File: src/rtl/wash_if.sv
// Selector/display-side signal bundle for the wash sequencer.
// master = mode selector / front panel, slave = wash_sequencer.
interface wash_if;
    logic       power_led;
    logic       start_pause;
    logic       sec_tick;
    logic [2:0] model_now;
    logic       if_finish;
    logic       busy;
    logic [1:0] stage;
    logic [7:0] time_left;
    logic       water_in;
    logic       motor;
    logic       drain;
    logic       buzzer;

    modport master (
        output power_led, start_pause, sec_tick, model_now,
        input  if_finish, busy, stage, time_left, water_in, motor, drain, buzzer
    );

    modport slave (
        input  power_led, start_pause, sec_tick, model_now,
        output if_finish, busy, stage, time_left, water_in, motor, drain, buzzer
    );
endinterface

File: src/rtl/wash_sequencer.sv
// Wash program sequencer: steps WASH/RINSE/SPIN on 1 Hz ticks for the latched mode.
// Optional end-of-program buzzer is built only when BUZZER_EN is defined.
//   state  | meaning
//   IDLE   | no program, outputs quiet
//   WASH   | fill + agitate
//   RINSE  | fill + agitate
//   SPIN   | drain + spin
module wash_sequencer #(
    parameter int WASH_SEC  = 20,
    parameter int RINSE_SEC = 15,
    parameter int SPIN_SEC  = 10
`ifdef BUZZER_EN
    ,
    parameter int BUZZ_SEC  = 3
`endif
) (
    input  logic  clk,
    input  logic  reset,
    wash_if.slave bus
);

    localparam logic [1:0] ST_IDLE  = 2'd0;
    localparam logic [1:0] ST_WASH  = 2'd1;
    localparam logic [1:0] ST_RINSE = 2'd2;
    localparam logic [1:0] ST_SPIN  = 2'd3;

    localparam logic [7:0] W_LEN = 8'(WASH_SEC);
    localparam logic [7:0] R_LEN = 8'(RINSE_SEC);
    localparam logic [7:0] S_LEN = 8'(SPIN_SEC);

    // Stage-enable mask per mode: bit2 = wash, bit1 = rinse, bit0 = spin.
    function automatic logic [2:0] stage_mask(input logic [2:0] mode);
        case (mode)
            3'd1:    return 3'b100;
            3'd2:    return 3'b110;
            3'd3:    return 3'b010;
            3'd4:    return 3'b011;
            3'd5:    return 3'b001;
            default: return 3'b111;
        endcase
    endfunction

    function automatic logic [1:0] first_stage(input logic [2:0] mask);
        if (mask[2]) return ST_WASH;
        if (mask[1]) return ST_RINSE;
        return ST_SPIN;
    endfunction

    function automatic logic [1:0] next_stage(input logic [1:0] st, input logic [2:0] mask);
        case (st)
            ST_WASH:  return mask[1] ? ST_RINSE : (mask[0] ? ST_SPIN : ST_IDLE);
            ST_RINSE: return mask[0] ? ST_SPIN : ST_IDLE;
            default:  return ST_IDLE;
        endcase
    endfunction

    function automatic logic [7:0] stage_len(input logic [1:0] st);
        case (st)
            ST_WASH:  return W_LEN;
            ST_RINSE: return R_LEN;
            ST_SPIN:  return S_LEN;
            default:  return 8'd0;
        endcase
    endfunction

    function automatic logic [7:0] program_len(input logic [2:0] mask);
        return ({8{mask[2]}} & W_LEN) + ({8{mask[1]}} & R_LEN) + ({8{mask[0]}} & S_LEN);
    endfunction

    logic [1:0] state_q, state_d;
    logic [2:0] mode_q, mode_d;
    logic [7:0] stage_cnt_q, stage_cnt_d;
    logic [7:0] time_left_q, time_left_d;
    logic       if_finish_q, if_finish_d;

    logic [2:0] start_mask;
    logic [2:0] run_mask;
    logic [1:0] start_stage;
    logic [1:0] adv_stage;
    logic       running;

    assign start_mask  = stage_mask(bus.model_now);
    assign run_mask    = stage_mask(mode_q);
    assign start_stage = first_stage(start_mask);
    assign adv_stage   = next_stage(state_q, run_mask);
    assign running     = (state_q != ST_IDLE) && bus.start_pause && bus.power_led;

    always_comb begin
        state_d     = state_q;
        mode_d      = mode_q;
        stage_cnt_d = stage_cnt_q;
        time_left_d = time_left_q;
        if_finish_d = 1'b0;
        if (!bus.power_led) begin
            state_d     = ST_IDLE;
            stage_cnt_d = 8'd0;
            time_left_d = 8'd0;
        end else if (state_q == ST_IDLE) begin
            // A tick coinciding with the start is deliberately ignored.
            if (bus.start_pause) begin
                mode_d      = bus.model_now;
                state_d     = start_stage;
                stage_cnt_d = stage_len(start_stage);
                time_left_d = program_len(start_mask);
            end
        end else if (bus.start_pause && bus.sec_tick) begin
            time_left_d = time_left_q - 8'd1;
            if (stage_cnt_q == 8'd1) begin
                state_d     = adv_stage;
                stage_cnt_d = stage_len(adv_stage);
                if (adv_stage == ST_IDLE) begin
                    time_left_d = 8'd0;
                    if_finish_d = 1'b1;
                end
            end else begin
                stage_cnt_d = stage_cnt_q - 8'd1;
            end
        end
    end

    always_ff @(posedge clk) begin
        if (reset) begin
            state_q     <= ST_IDLE;
            mode_q      <= 3'd0;
            stage_cnt_q <= 8'd0;
            time_left_q <= 8'd0;
            if_finish_q <= 1'b0;
        end else begin
            state_q     <= state_d;
            mode_q      <= mode_d;
            stage_cnt_q <= stage_cnt_d;
            time_left_q <= time_left_d;
            if_finish_q <= if_finish_d;
        end
    end

    assign bus.if_finish = if_finish_q;
    assign bus.busy      = (state_q != ST_IDLE);
    assign bus.stage     = state_q;
    assign bus.time_left = time_left_q;
    assign bus.water_in  = running && ((state_q == ST_WASH) || (state_q == ST_RINSE));
    assign bus.motor     = running;
    assign bus.drain     = running && (state_q == ST_SPIN);

`ifdef BUZZER_EN
    logic [7:0] buzz_cnt_q, buzz_cnt_d;

    always_comb begin
        buzz_cnt_d = buzz_cnt_q;
        if (!bus.power_led || ((state_q == ST_IDLE) && bus.start_pause)) begin
            buzz_cnt_d = 8'd0;
        end else if (if_finish_q) begin
            buzz_cnt_d = 8'(BUZZ_SEC);
        end else if (bus.sec_tick && (buzz_cnt_q != 8'd0)) begin
            buzz_cnt_d = buzz_cnt_q - 8'd1;
        end
    end

    always_ff @(posedge clk) begin
        if (reset) begin
            buzz_cnt_q <= 8'd0;
        end else begin
            buzz_cnt_q <= buzz_cnt_d;
        end
    end

    assign bus.buzzer = (buzz_cnt_q != 8'd0);
`else
    assign bus.buzzer = 1'b0;
`endif

endmodule

File: src/flat_wrapper.sv
// flat-port wrapper written by rule: the top's interface ports become plain ports
module wash_sequencer_flat 
#(
    parameter int WASH_SEC  = 20,
    parameter int RINSE_SEC = 15,
    parameter int SPIN_SEC  = 10

)
  (clk, reset, bus_power_led, bus_start_pause, bus_sec_tick, bus_model_now, bus_if_finish, bus_busy, bus_stage, bus_time_left, bus_water_in, bus_motor, bus_drain, bus_buzzer);
  wash_if bus_i ();
  input  logic clk;
  input  logic reset;
  input wire logic [$bits(bus_i.power_led)-1:0] bus_power_led;
  input wire logic [$bits(bus_i.start_pause)-1:0] bus_start_pause;
  input wire logic [$bits(bus_i.sec_tick)-1:0] bus_sec_tick;
  input wire logic [$bits(bus_i.model_now)-1:0] bus_model_now;
  output wire logic [$bits(bus_i.if_finish)-1:0] bus_if_finish;
  output wire logic [$bits(bus_i.busy)-1:0] bus_busy;
  output wire logic [$bits(bus_i.stage)-1:0] bus_stage;
  output wire logic [$bits(bus_i.time_left)-1:0] bus_time_left;
  output wire logic [$bits(bus_i.water_in)-1:0] bus_water_in;
  output wire logic [$bits(bus_i.motor)-1:0] bus_motor;
  output wire logic [$bits(bus_i.drain)-1:0] bus_drain;
  output wire logic [$bits(bus_i.buzzer)-1:0] bus_buzzer;
  assign bus_i.power_led = bus_power_led;
  assign bus_i.start_pause = bus_start_pause;
  assign bus_i.sec_tick = bus_sec_tick;
  assign bus_i.model_now = bus_model_now;
  assign bus_if_finish = bus_i.if_finish;
  assign bus_busy = bus_i.busy;
  assign bus_stage = bus_i.stage;
  assign bus_time_left = bus_i.time_left;
  assign bus_water_in = bus_i.water_in;
  assign bus_motor = bus_i.motor;
  assign bus_drain = bus_i.drain;
  assign bus_buzzer = bus_i.buzzer;
  wash_sequencer #(.WASH_SEC(WASH_SEC), .RINSE_SEC(RINSE_SEC), .SPIN_SEC(SPIN_SEC)) u_core (.clk(clk), .reset(reset), .bus(bus_i));
endmodule
File: config.mk
export PLATFORM = sky130hd
export DESIGN_NAME = wash_sequencer_flat
export DESIGN_NICKNAME = d
export VERILOG_FILES = /design/src/rtl/wash_if.sv /design/src/rtl/wash_sequencer.sv /design/src/flat_wrapper.sv
export SDC_FILE = /design/constraint.sdc
export NUM_CORES = 1
export LEC_CHECK = 0
export CAP_MARGIN = 30
export CORE_MARGIN = 5
export CORE_UTILIZATION = 59
export CTS_CLUSTER_SIZE = 30
export DETAILED_ROUTE_END_ITERATION = 8
export GPL_TIMING_DRIVEN = 0
export PLACE_DENSITY = 0.82
export SLEW_MARGIN = 20
export SYNTH_ARGS = -nofsm -noshare
export SYNTH_HDL_FRONTEND = slang
export SYNTH_SLANG_ARGS = --single-unit
File: constraint.sdc
create_clock -name clk -period 4.5 [get_ports clk]
set_input_delay 0.675 -clock clk [delete_from_list [all_inputs] [get_ports clk]]
set_output_delay 0.675 -clock clk [all_outputs]
set_load 0.01 [all_outputs]
=== After elaboration in Yosys (flattened, before gate mapping) ===
Cells that the tools add are included.

* Add/sub/neg operators: 4
* Multipliers: 0
* Div/mod/pow operators: 0
* $lt $le $gt $ge: 0
* Equality and inequality tests: 21
* Shift operators: 0
* Mux-type cells: 28
* Bitwise logic cells: 3
* Reduce and logical (&&, ||, !) cells: 16

{| class="wikitable"
|+ Operators by type and width
! kind !! count
|-
| $mux W8 || 9
|-
| $pmux W5 S3 || 2
|-
| $mux W2 || 10
|-
| $sub A8 B1 Y8 const B || 2
|-
| $pmux W3 S5 || 1
|-
| $eq A2 B2 Y1 const B || 6
|-
| $eq A3 B2 Y1 const B || 4
|-
| $eq A3 B3 Y1 const B || 4
|-
| $pmux W2 S5 || 1
|-
| $add A8 B4 Y8 || 1
|-
| $eq A8 B1 Y1 const B || 1
|-
| $add A5 B4 Y6 || 1
|-
| $eq A2 B1 Y1 const B || 3
|-
| $eq A3 B1 Y1 const B || 2
|-
| $reduce_and A3 Y1 || 2
|-
| $reduce_bool A2 Y1 || 3
|-
| $logic_and A1 B1 Y1 || 5
|-
| $reduce_or A5 Y1 || 1
|-
| $logic_not A2 Y1 || 2
|-
| $mux W1 || 4
|-
| $pmux W2 S2 || 1
|-
| $not A1 Y1 || 3
|-
| $ne A2 B2 Y1 const B || 1
|-
| $reduce_and A2 Y1 || 1
|-
| 2 further kinds || 2
|}

* Bits in registers: 22
* Latch bits: 0
* RAM bits: 0
* ROM bits: 0
* Input bits: 8
* Output and inout port bits: 16
* Memories: 0

=== Longest topological paths before layout ===
Gate-level depths: netlist (run 1).

* Depth in word-level cells: 10
* Depth in mapped cells: 11
* Gate-level depth less buffers: 10

=== Worst setup path before layout (run 1) ===
OpenSTA, ideal clock, no wires.

* Path type: input -> register
* Start point: input port bus_model_now[2]
* End point: register u_core.time_left_q[2] (netlist: u_core.bus.time_left[2])
* Arrival time: 2.488 ns
* Required time: 4.414 ns
* Setup slack: 1.927 ns
* Stages: 11
* Path buffers: 1
* Path through: clkbuf_1 > and3b_1 > nor2_1 > inv_1 > ha_1 > inv_1 > ha_1 > nor2b_1 > o21ai_0 > o21ai_0 > a211oi_1

* Cells in the longest elaborated chain, start to end: 6
* Elaborated cells on any way between the ends: 10
* Those cells by class: add/sub (2); eq/ne (5); mux (3)

{| class="wikitable"
|+ Ends and longest elaborated chain
! what !! RTL line !! source
|-
| start: declaration || flat_wrapper.sv:16 || <nowiki>input wire logic [$bits(bus_i.model_now)-1:0] bus_model_now;</nowiki>
|-
| $eq A3 B3 Y1, or another cell as far along || wash_sequencer.sv:33 || <nowiki>case (mode)</nowiki>
|-
| $pmux W3 S5 (*) || wash_sequencer.sv:33 ||
|-
| $add A5 B4 Y6 || wash_sequencer.sv:67 || <nowiki>return ({8{mask[2]}} & W_LEN) + ({8{mask[1]}} & R_LEN) + ({8{mask[0]}} & S_LEN);</nowiki>
|-
| $add A8 B4 Y8 (*) || wash_sequencer.sv:67 ||
|-
| $mux W8 (*) || wash_sequencer.sv:100 || <nowiki>if (bus.start_pause) begin</nowiki>
|-
| $mux W8 (*) || wash_sequencer.sv:98 || <nowiki>end else if (state_q == ST_IDLE) begin</nowiki>
|-
| end signal: assignment || wash_sequencer.sv:132 || <nowiki>time_left_q <= time_left_d;</nowiki>
|-
| end: declaration || wash_sequencer.sv:73 || <nowiki>logic [7:0] time_left_q, time_left_d;</nowiki>
|}

Every way passes the cells marked *; elsewhere a longest branch is shown, timed or not. The select of a mux whose other input is x is not followed.
A chain may end at the register's enable or synchronous reset.

=== Worst setup path in the final report (run 1) ===
* Start point: input port bus_start_pause
* End point: output port bus_water_in

* Cells in the longest elaborated chain, start to end: 3

{| class="wikitable"
|+ Ends and longest elaborated chain
! what !! RTL line !! source
|-
| start: declaration || flat_wrapper.sv:14 || <nowiki>input wire logic [$bits(bus_i.start_pause)-1:0] bus_start_pause;</nowiki>
|-
| $logic_and A1 B1 Y1 (2 in a row) || wash_sequencer.sv:86 || <nowiki>assign running = (state_q != ST_IDLE) && bus.start_pause && bus.power_led;</nowiki>
|-
| $logic_and A1 B1 Y1 || wash_sequencer.sv:141 || <nowiki>assign bus.water_in = running && ((state_q == ST_WASH) || (state_q == ST_RINSE));</nowiki>
|-
| end: declaration || flat_wrapper.sv:21 || <nowiki>output wire logic [$bits(bus_i.water_in)-1:0] bus_water_in;</nowiki>
|}

No other way between the ends.

==> impl_metrics.tcl, run 1 <==
set metrics [dict create \
    status "finished, final reports clean" \
    crit_arrival_ns 2.56 \
    hold_start "u_core.bus.time_left[7]" \
    yosys.cell_types.count 49 \
    ir_drop_uv 210 \
    dp_hpwl_mm 3.51 \
    syn_nets 248 \
    io_buffers 21 \
    synth_edf_count 0 \
    antenna_found_initial 0 \
    post-place-ws_ns 1.31 \
    ys.warnings.count 0 \
    cts_root_buffer "clkbuf_4" \
    finalSetupViolCount 0 \
    wirelength_mm 4.77 \
    cp-start-kind "input port" \
    synth.avg_cell_area_um2 7.90 \
    vias 1800 \
    power_density_nw_per_um2 262 \
    place.gp.congestion 0.930 \
    p_leak_nw 0.875 \
    syn_inst 222 \
    finalHoldViolCount 0 \
    p_clk_frac 0.299 \
    synth_ff_type "dfxtp_1" \
    clkTransAtPathRegs_ns 0.14 \
    post_cts_buffers 0 \
    p_int_w 0.000364 \
    rsz0062_at_grt "no" \
    synthArstFlopShare 0 \
    core-area_um2 2810 \
    switching_share 0.325 \
    ys_seq_elements 22 \
    drv_cap 0 \
    comb_power_share 0.302 \
    setup_tns_ns 0 \
    grt_usage 0.239 \
    p_switching_w 0.000175 \
    syn_area_um2 1750 \
    required_ns 3.83 \
    worst-path-max-fanout 10 \
    overflow 0 \
    final_common_cell "dfxtp_1" \
    end_kind "output pin" \
    min_to "u_core.bus.time_left[7]" \
    first_iter_violations 145 \
    clk_latency_ns 0.34 \
    rows 19 \
    max_slew_margin 0.472 \
    cts_buffer_depth 2 \
    slew_viol_final 0 \
    yosysSeqAreaShare 0.251 \
    fmax_ghz 0.309 \
    num_io_pins 24 \
    cts_hold_buf 0 \
    die_w_um 64.5 \
    htree_levels 1 \
    grt_first_pass_wirelength_mm 7.93 \
    tightestPinTransition_ns 0.786 \
    final_cell_mix "dfxtp_1 (22), clkdlybuf4s50_1 (21), inv_1 (18), ha_1 (18), nor2_1 (15)" \
    drc 0 \
    reg2reg_depth 9 \
    r2r-end "u_core.bus.time_left[1]" \
    numCtsBuffers 3 \
    ant_nets 0 \
    drive_gt1_frac 0.0486 \
    dieArea_um2 4160 \
    dr.pass1.iters 5 \
    via_per_inst 6.47 \
    nets 274 \
    seq_power_share 0.399 \
    nFillCells 217 \
    grt_max_degree 14 \
    fin_crit_sh 0.718 \
    timing.rr.start "u_core.bus.stage[0]" \
    cts_resized 0 \
    start_util 0.625 \
    regToRegSetupSlack_ns 1.44 \
    grt_pass1_vias 1729 \
    diodes 0 \
    skew_ns 0.00759 \
    die_h_um 64.5 \
    min_period_ns 3.23 \
    clock-sinks 22 \
    worstSetupPathType "input port to output pin" \
    whs_path_depth 1 \
    setup_slack_ns 1.27 \
    power_w 0.000538 \
    avgRoutedWirePerCell_um 17.2 \
    cts_tree "done" \
    hp-class "register to register" \
    syn_to_final_growth_pct 17.2 \
]
-- Yosys cell counts (5+ instances only) --
cell	number	area, um^2
clkbuf_1	9	33.8
o31ai_1	6	45.0
a21oi_1	11	55.1
a211oi_1	8	60.1
and2_1	5	31.3
ha_1	18	225
dfxtp_1	22	440
mux2i_1	7	70.1
nor2b_1	7	43.8
nand2_1	14	52.6
o21ai_0	11	55.1
nor3_1	7	35.0
inv_1	18	67.6
nor2_1	15	56.3
-- registers in the layout (all words and copies together), names as in the netlist --
register,count
u_core.bus.time_left,8
u_core.stage_cnt_q,8
u_core.mode_q,3
u_core.bus.stage,2
u_core.bus.if_finish,1
-- routing by layer --
layer	up-vias	part of all wire	track usage
met3	11	0.074	0.0345
met5	-	0	0
met1	823	0.43	0.295
met4	0	0.021	0.0976
met2	107	0.47	0.415
li1	859	-	-
-- power by group through the flow --
stage / clock network (W) / registers [W] / logic [W]
global route: 0.000174 / 0.000217 / 0.000176
finish: 0.000161 / 0.000215 / 0.000162
detailed placement: 0 / 0.000219 / 0.000157
CTS: 0.000161 / 0.000215 / 0.000159
floorplan: 0 / 0.000219 / 0.000107
global placement: 0 / 0.000218 / 0.000153
-- worst max-delay path, cell delays in order --
cell	delay, ns
clkdlybuf4s50_1	0.53
clkbuf_1	0.38
and3_1	0.27
and2_1	0.15
clkdlybuf4s50_1	0.55
-- cell type report --
type | count | area [um^2] | share of cell area
Sequential cell | 22 | 440 | 0.214
Tap cell | 31 | 38.8 | 0.0189
Inverter | 18 | 67.6 | 0.0329
Clock inverter | 1 | 30.0 | 0.0146
Clock buffer | 3 | 22.5 | 0.0110
Multi-Input combinational cell | 171 | 1200 | 0.583
Buffer | 11 | 46.3 | 0.0225
Timing Repair Buffer | 21 | 210 | 0.102
-- worst max-delay path by stage --
stage          slack, ns  depth (start not counted)              from                       to
6_report            1.27                          5   bus_start_pause             bus_water_in
5_1_grt             1.20                          5   bus_start_pause             bus_water_in
4_1_cts             1.31                          5   bus_start_pause             bus_water_in
2_1_floorplan       1.93                         11  bus_model_now[2]  u_core.bus.time_left[2]
3_5_place_dp        1.31                         11  bus_model_now[1]  u_core.bus.time_left[2]
3_3_place_gp        1.34                         11  bus_model_now[1]  u_core.bus.time_left[2]
-- stage by stage --
stage	hold slack [ns]	cell area, um^2	util	std cells
global placement	0.459	2000	0.714	274
floorplan	0.466	1750	-	222
CTS	0.512	2050	0.732	278
finish	0.505	2050	0.732	278
detailed placement	0.482	2000	0.714	274
global route	0.557	2050	0.732	278
-- logic make-up (layout without fill, tap and decap cells) --
family / after synthesis / after routing / share of synthesized area
AND/OR/NAND/NOR: 80 / 80 / 0.256
buffers and inverters: 29 / 54 / 0.0649
XOR/XNOR: 3 / 3 / 0.0150
AO/OA/AOI/OAI: 61 / 61 / 0.236
multiplexers: 8 / 8 / 0.0464
flip-flops: 22 / 22 / 0.251
adder cells (fa/ha/maj): 18 / 18 / 0.128
other: 1 / 1 / 0.00214
No activity file was read; power rests on OpenSTA's default activity.
==> run 2, diff against run 1 <==
Settings changed: CORE_UTILIZATION 59 to 49, PLACE_DENSITY 0.82 to 0.72.
Clock period 4.5 ns to 2.75 ns, I/O delays scaled along.
==> run 2 against run 1 <==
Compared with the run above: critical path depth rose by 2; sequential power rose by 64%; cell area rose by 1.6%; hold slack got worse by 0.0094 ns.
==> impl_metrics.tcl, run 2 (synthesis results as in run 1) <==
set metrics [dict create \
    start_util 0.517 \
    critical_path_buf_inv_count 4 \
    crit_arrival_ns 2.19 \
    dp.cells 289 \
    cp-start-kind "register" \
    drive_gt1_frac 0.0850 \
    slowest_delay_ns 0.53 \
    diodes 0 \
    avgRoutedWirePerCell_um 14.9 \
    dieArea_um2 4870 \
    path_cells "inv_1, ha_1, buf_2, inv_2, and3_1, and2_1, clkdlybuf4s50_1" \
    tightestPinTransition_ns 0.744 \
    clock-sinks 22 \
    final_cell_mix "clkdlybuf4s50_1 (21), dfxtp_1 (20), ha_1 (18), inv_1 (17)" \
    cts_root_buffer "clkbuf_4" \
    drv_cap 0 \
    grt_max_degree 13 \
    grt_first_pass_wirelength_mm 7.35 \
    vias 1718 \
    worst-path-max-fanout 10 \
    cts_buffer_depth 2 \
    die_h_um 69.8 \
    slew_viol_final 0 \
    end_kind "output pin" \
    max_slew_margin 0.500 \
    fmax_ghz 0.384 \
    fin_crit_sh 0.948 \
    first_iter_violations 147 \
    cpMaxStageDelayCell "clkdlybuf4s50_1" \
    worst_hold_slack_ns 0.496 \
    dp_hpwl_mm 3.30 \
    skew_ns 0.00562 \
    clk_latency_ns 0.33 \
    post_cts_buffers 0 \
    power_density_nw_per_um2 387 \
    io_buffers 21 \
    nets 274 \
    post-place-ws_ns -0.227 \
    grt_usage 0.179 \
    nFillCells 324 \
    final_common_cell "clkdlybuf4s50_1" \
    finalSetupViolCount 0 \
    path_delay_family "buffers and inverters" \
    finalHoldViolCount 0 \
    num_io_pins 24 \
    required_ns 2.34 \
    dr.pass1.iters 4 \
    rows 21 \
    core-area_um2 3390 \
    htree_levels 1 \
    antenna_found_initial 0 \
    fin_util 0.616 \
    die_w_um 69.8 \
    cts_tree "done" \
    min_period_ns 2.61 \
    clkTransAtPathRegs_ns 0.13 \
    via_per_inst 5.86 \
    wirelength_mm 4.36 \
    drc 0 \
    final_cell_count_no_fill 293 \
    ant_nets 0 \
    worstSetupPathType "register to output pin" \
    grt_pass1_vias 1590 \
    overflow 0 \
    ir_drop_uv 231 \
    syn_to_final_growth_pct 19.1 \
    status "finished, final reports clean" \
    numCtsBuffers 3 \
    p_leak_nw 0.868 \
    hp-class "input port to register" \
    place.gp.congestion 0.845 \
    setup_slack_ns 0.143 \
]
[run 2: what timing repair did]
item	CTS	global route
hold buffers	0	0
setup endpoints to repair	9	9
resized for setup	4	8
gates cloned	0	0
[run 2: stage by stage]
step	instance area [um^2]	total power, W	TNS, ns
detailed placement	2020	0.000613	-1.01
floorplan	1750	0.000532	0
finish	2090	0.000808	0
global placement	2020	0.000611	-0.792
CTS	2070	0.000806	0
global route	2090	0.000856	-0.0264
[run 2: where the power goes]
part	switching, W	internal (W)
sequential	0.0000179	0.000334
clock	0.000112	0.0000812
combinational	0.000148	0.000116
total	0.000278	0.000531
[run 2: worst register-to-register path, cell delays in order, from the launching register on]
cell	delay, ns
dfxtp_2	0.39
inv_1	0.07
ha_1	0.21
and4b_1	0.21
o31ai_4	0.34
ha_1	0.23
nor4bb_2	0.35
and2_1	0.30
o31ai_1	0.11
a32o_1	0.28
[run 2: path summary, 6_finish.rpt]
kind / start / end / slack, ns / cells after the start
worst max-delay path: u_core.bus.stage[0] / bus_drain / 0.14 / 7
worst min-delay path: bus_model_now[2] / u_core.mode_q[2] / 0.50 / 3
worst max register to register: u_core.bus.stage[1] / u_core.bus.time_left[3] / 0.16 / 9
worst min register to register: u_core.bus.time_left[7] / u_core.bus.time_left[7] / 0.50 / 1
[run 2: metal layers]
layer / GRT usage / routed length, um / vias up / share of wire
met5: 0 / 0 / - / 0
met4: 0.0234 / 21 / 0 / 0.0048
met3: 0.0362 / 265 / 5 / 0.061
met2: 0.300 / 2050 / 37 / 0.47
met1: 0.241 / 2030 / 824 / 0.47
li1: - / - / 852 / -
[run 2: area by class of cell]
type                    instances  area (um^2)  area share
repair buffers                 21          210       0.101
well taps                      46         57.6      0.0276
multi-input cells             171         1220       0.587
flip-flops and latches         22          443       0.212
clock buffers                   4         36.3      0.0174
inverters                      18         67.6      0.0324
plain buffers                  11         48.8      0.0234
==> run 3, diff against run 2 <==
Settings changed: ABC_AREA set to 1, CORE_UTILIZATION 49 to 50, PLACE_DENSITY 0.72 to 0.73.
==> run 3 against run 2 <==
Compared with the run above: via count up 1.3%; combinational power rose by 35%; cell area rose by 1.7%; first-iteration DRC count fell by 59%; power grew 12%; synthesized cell count increased by 24%; flip-flop and latch count stayed put; hold slack lost 0.0026 ns; register-to-register slack improved by 0.78 ns; cell count is 19% higher; clock power decreased by 2%; critical path depth is 1 higher; critical endpoint is now bus_water_in; largest cell class unchanged; largest power group unchanged.
==> impl_metrics.tcl, run 3 <==
set metrics [dict create \
    status "finished, final reports clean" \
    antenna_found_initial 0 \
    power_density_nw_per_um2 427 \
    finalSetupViolCount 0 \
    end_kind "output pin" \
    cts_root_buffer "clkbuf_4" \
    synthMuxAreaShare 0 \
    grt_usage 0.173 \
    synth_top_family_by_area "simple AND/OR/NAND/NOR gates" \
    timing.rr.start "u_core.bus.stage[1]" \
    synth.avg_cell_area_um2 6.52 \
    grt_max_degree 13 \
    synth_common_cells "nand2_1 (66), inv_1 (43), nor2_1 (34), dfxtp_1 (22), ha_1 (18)" \
    cts_tree "done" \
    crit_arrival_ns 2.17 \
    drc 0 \
    cts_buffer_depth 2 \
    htree_levels 1 \
    ir_drop_uv 379 \
    yosysTopAreaCell "dfxtp_1" \
    syn_nets 302 \
    synth_compound_area_frac 0.129 \
    synth.top_cell.area_share 0.245 \
    r2r-end "u_core.bus.time_left[2]" \
    place.gp.congestion 0.873 \
    drive_gt1_frac 0.0993 \
    min_period_ns 2.58 \
    synthArstFlopShare 0 \
    p_leak_nw 1.01 \
    synth_edf_count 0 \
    final_cell_mix "nand2_1 (66), inv_1 (43), nor2_1 (34), clkdlybuf4s50_1 (22), dfxtp_1 (20)" \
    yosysMostFrequentCell "nand2_1" \
    setup_tns_ns 0 \
    ys.warnings.count 0 \
    rows 21 \
    core-area_um2 3420 \
    yosys.cell_types.count 30 \
    synthSimpleGateAreaFrac 0.357 \
    num_io_pins 24 \
    dr.pass1.iters 4 \
    clkTransAtPathRegs_ns 0.13 \
    numCtsBuffers 3 \
    hp-class "register to register" \
    ant_nets 0 \
    drv_cap 0 \
    finalHoldViolCount 0 \
    die_h_um 70.0 \
    synth_ff_type "dfxtp_1" \
    ys_seq_elements 22 \
    wirelength_mm 3.92 \
    min_to "u_core.stage_cnt_q[0]" \
    slew_viol_final 0 \
    yosys.area_share.adder 0.125 \
    rsz0062_at_grt "no" \
    cts_hold_buf 0 \
    cp-start-kind "register" \
    fin_crit_sh 0.937 \
    nets 329 \
    whs_path_depth 2 \
    worstSetupPathType "register to output pin" \
    reg2reg_depth 9 \
    diodes 0 \
    grt_pass1_vias 1683 \
    worst-path-max-fanout 10 \
    skew_ns 0.00117 \
    clk_latency_ns 0.32 \
    syn_inst 276 \
    final_common_cell "nand2_1" \
    io_buffers 22 \
    clock-sinks 22 \
    yosysSeqAreaShare 0.245 \
    syn_area_um2 1800 \
    start_util 0.527 \
    first_iter_violations 60 \
    required_ns 2.34 \
    fin_util 0.622 \
    dp_hpwl_mm 3.07 \
    fmax_ghz 0.388 \
    grt_first_pass_wirelength_mm 7.16 \
    dieArea_um2 4900 \
    synth_area_leaders "dfxtp_1 (24%), nand2_1 (14%), ha_1 (13%), inv_1 (9.0%), nor2_1 (7.1%)" \
    syn_to_final_growth_pct 18.1 \
    yosys.area_share.xor_xnor 0.0243 \
    overflow 0 \
    avgRoutedWirePerCell_um 11.3 \
    via_per_inst 5.00 \
    regToRegSetupSlack_ns 0.94 \
    hold_start "u_core.stage_cnt_q[0]" \
    vias 1740 \
    die_w_um 70.0 \
]
## run 3: cell types whose count changed in the layout (fill, tap and decap cells not counted), sizes merged, moves of 8 or more
| cell | before | now |
|---|---|---|
| nand2 | 14 | 72 |
| inv | 18 | 44 |
| nor2 | 15 | 40 |
| nand3 | 2 | 18 |
| a21oi | 11 | 19 |
| clkbuf | 13 | 5 |
## run 3: per-stage QoR
| step | total power, W | instance area [um^2] | cells | hold slack, ns | setup WS, ns |
|---|---|---|---|---|---|
| final | 0.000907 | 2120 | 348 | 0.493 | 0.172 |
| after global routing | 0.000987 | 2120 | 348 | 0.518 | 0.0121 |
| after CTS | 0.000911 | 2110 | 348 | 0.495 | 0.00641 |
| after detailed placement | 0.000721 | 2080 | 344 | 0.477 | 0.146 |
| after global placement | 0.000717 | 2080 | 344 | 0.473 | 0.164 |
| after floorplan | 0.000624 | 1800 | 276 | 0.457 | 0.900 |
## run 3: cell type report
type                            instances  area [um^2]
Buffer                                  6         50.0
Clock buffer                            4         36.3
Fill cell                             337         1290
Inverter                               45          169
Multi-Input combinational cell        203         1150
Sequential cell                        22          445
Tap cell                               46         57.6
Timing Repair Buffer                   22          220
## run 3: worst max-delay path by stage
| stage | depth (start not counted) | end | slack, ns | start |
|---|---|---|---|---|
| 6_report | 8 | bus_water_in | 0.17 | u_core.bus.stage[0] |
| 2_1_floorplan | 9 | u_core.bus.time_left[2] | 0.90 | bus_model_now[1] |
| 4_1_cts | 8 | bus_water_in | 0.006 | u_core.bus.stage[0] |
| 3_5_place_dp | 10 | u_core.bus.time_left[2] | 0.15 | bus_model_now[1] |
| 5_1_grt | 8 | bus_drain | 0.01 | u_core.bus.stage[0] |
| 3_3_place_gp | 10 | u_core.bus.time_left[2] | 0.16 | bus_model_now[1] |
## run 3: power by group
| group | switching (W) | internal (W) | leakage (nW) |
|---|---|---|---|
| logic | 0.000211 | 0.000146 | 0.804 |
| clock network | 0.000108 | 0.0000810 | 0.0210 |
| registers | 0.0000217 | 0.000339 | 0.181 |
## run 3: worst max-delay path, stage by stage, from the launching register on
cell and delay (ns):
dfxtp_2 0.38, inv_1 0.07, ha_1 0.20, buf_6 0.15, inv_1 0.13, buf_6 0.16, nand3_1 0.11, nor2_1 0.10
clkdlybuf4s50_1 0.54
## run 3: what timing repair did
item,4_1_cts,5_1_grt
gates resized for setup,1,5
buffers inserted,0,0
cloned,0,0
setup endpoints to repair,2,3
## run 3: metal layers
| layer | up-vias | wire length (um) | part of all wire | global-route usage |
|---|---|---|---|---|
| met5 | - | 0 | 0 | 0 |
| li1 | 915 | - | - | - |
| met3 | 8 | 142 | 0.036 | 0.0316 |
| met4 | 0 | 52 | 0.013 | 0.0511 |
| met2 | 35 | 1910 | 0.49 | 0.295 |
| met1 | 782 | 1820 | 0.46 | 0.220 |
## run 3: cells by family (layout without fill, tap and decap cells)
kind of cell	after synthesis	in the layout
buffers and inverters	51	77
AND/OR/NAND/NOR	138	138
adder cells (fa/ha/maj)	18	18
other	1	1
flip-flops	22	22
XOR/XNOR	5	5
AO/OA/AOI/OAI	41	41
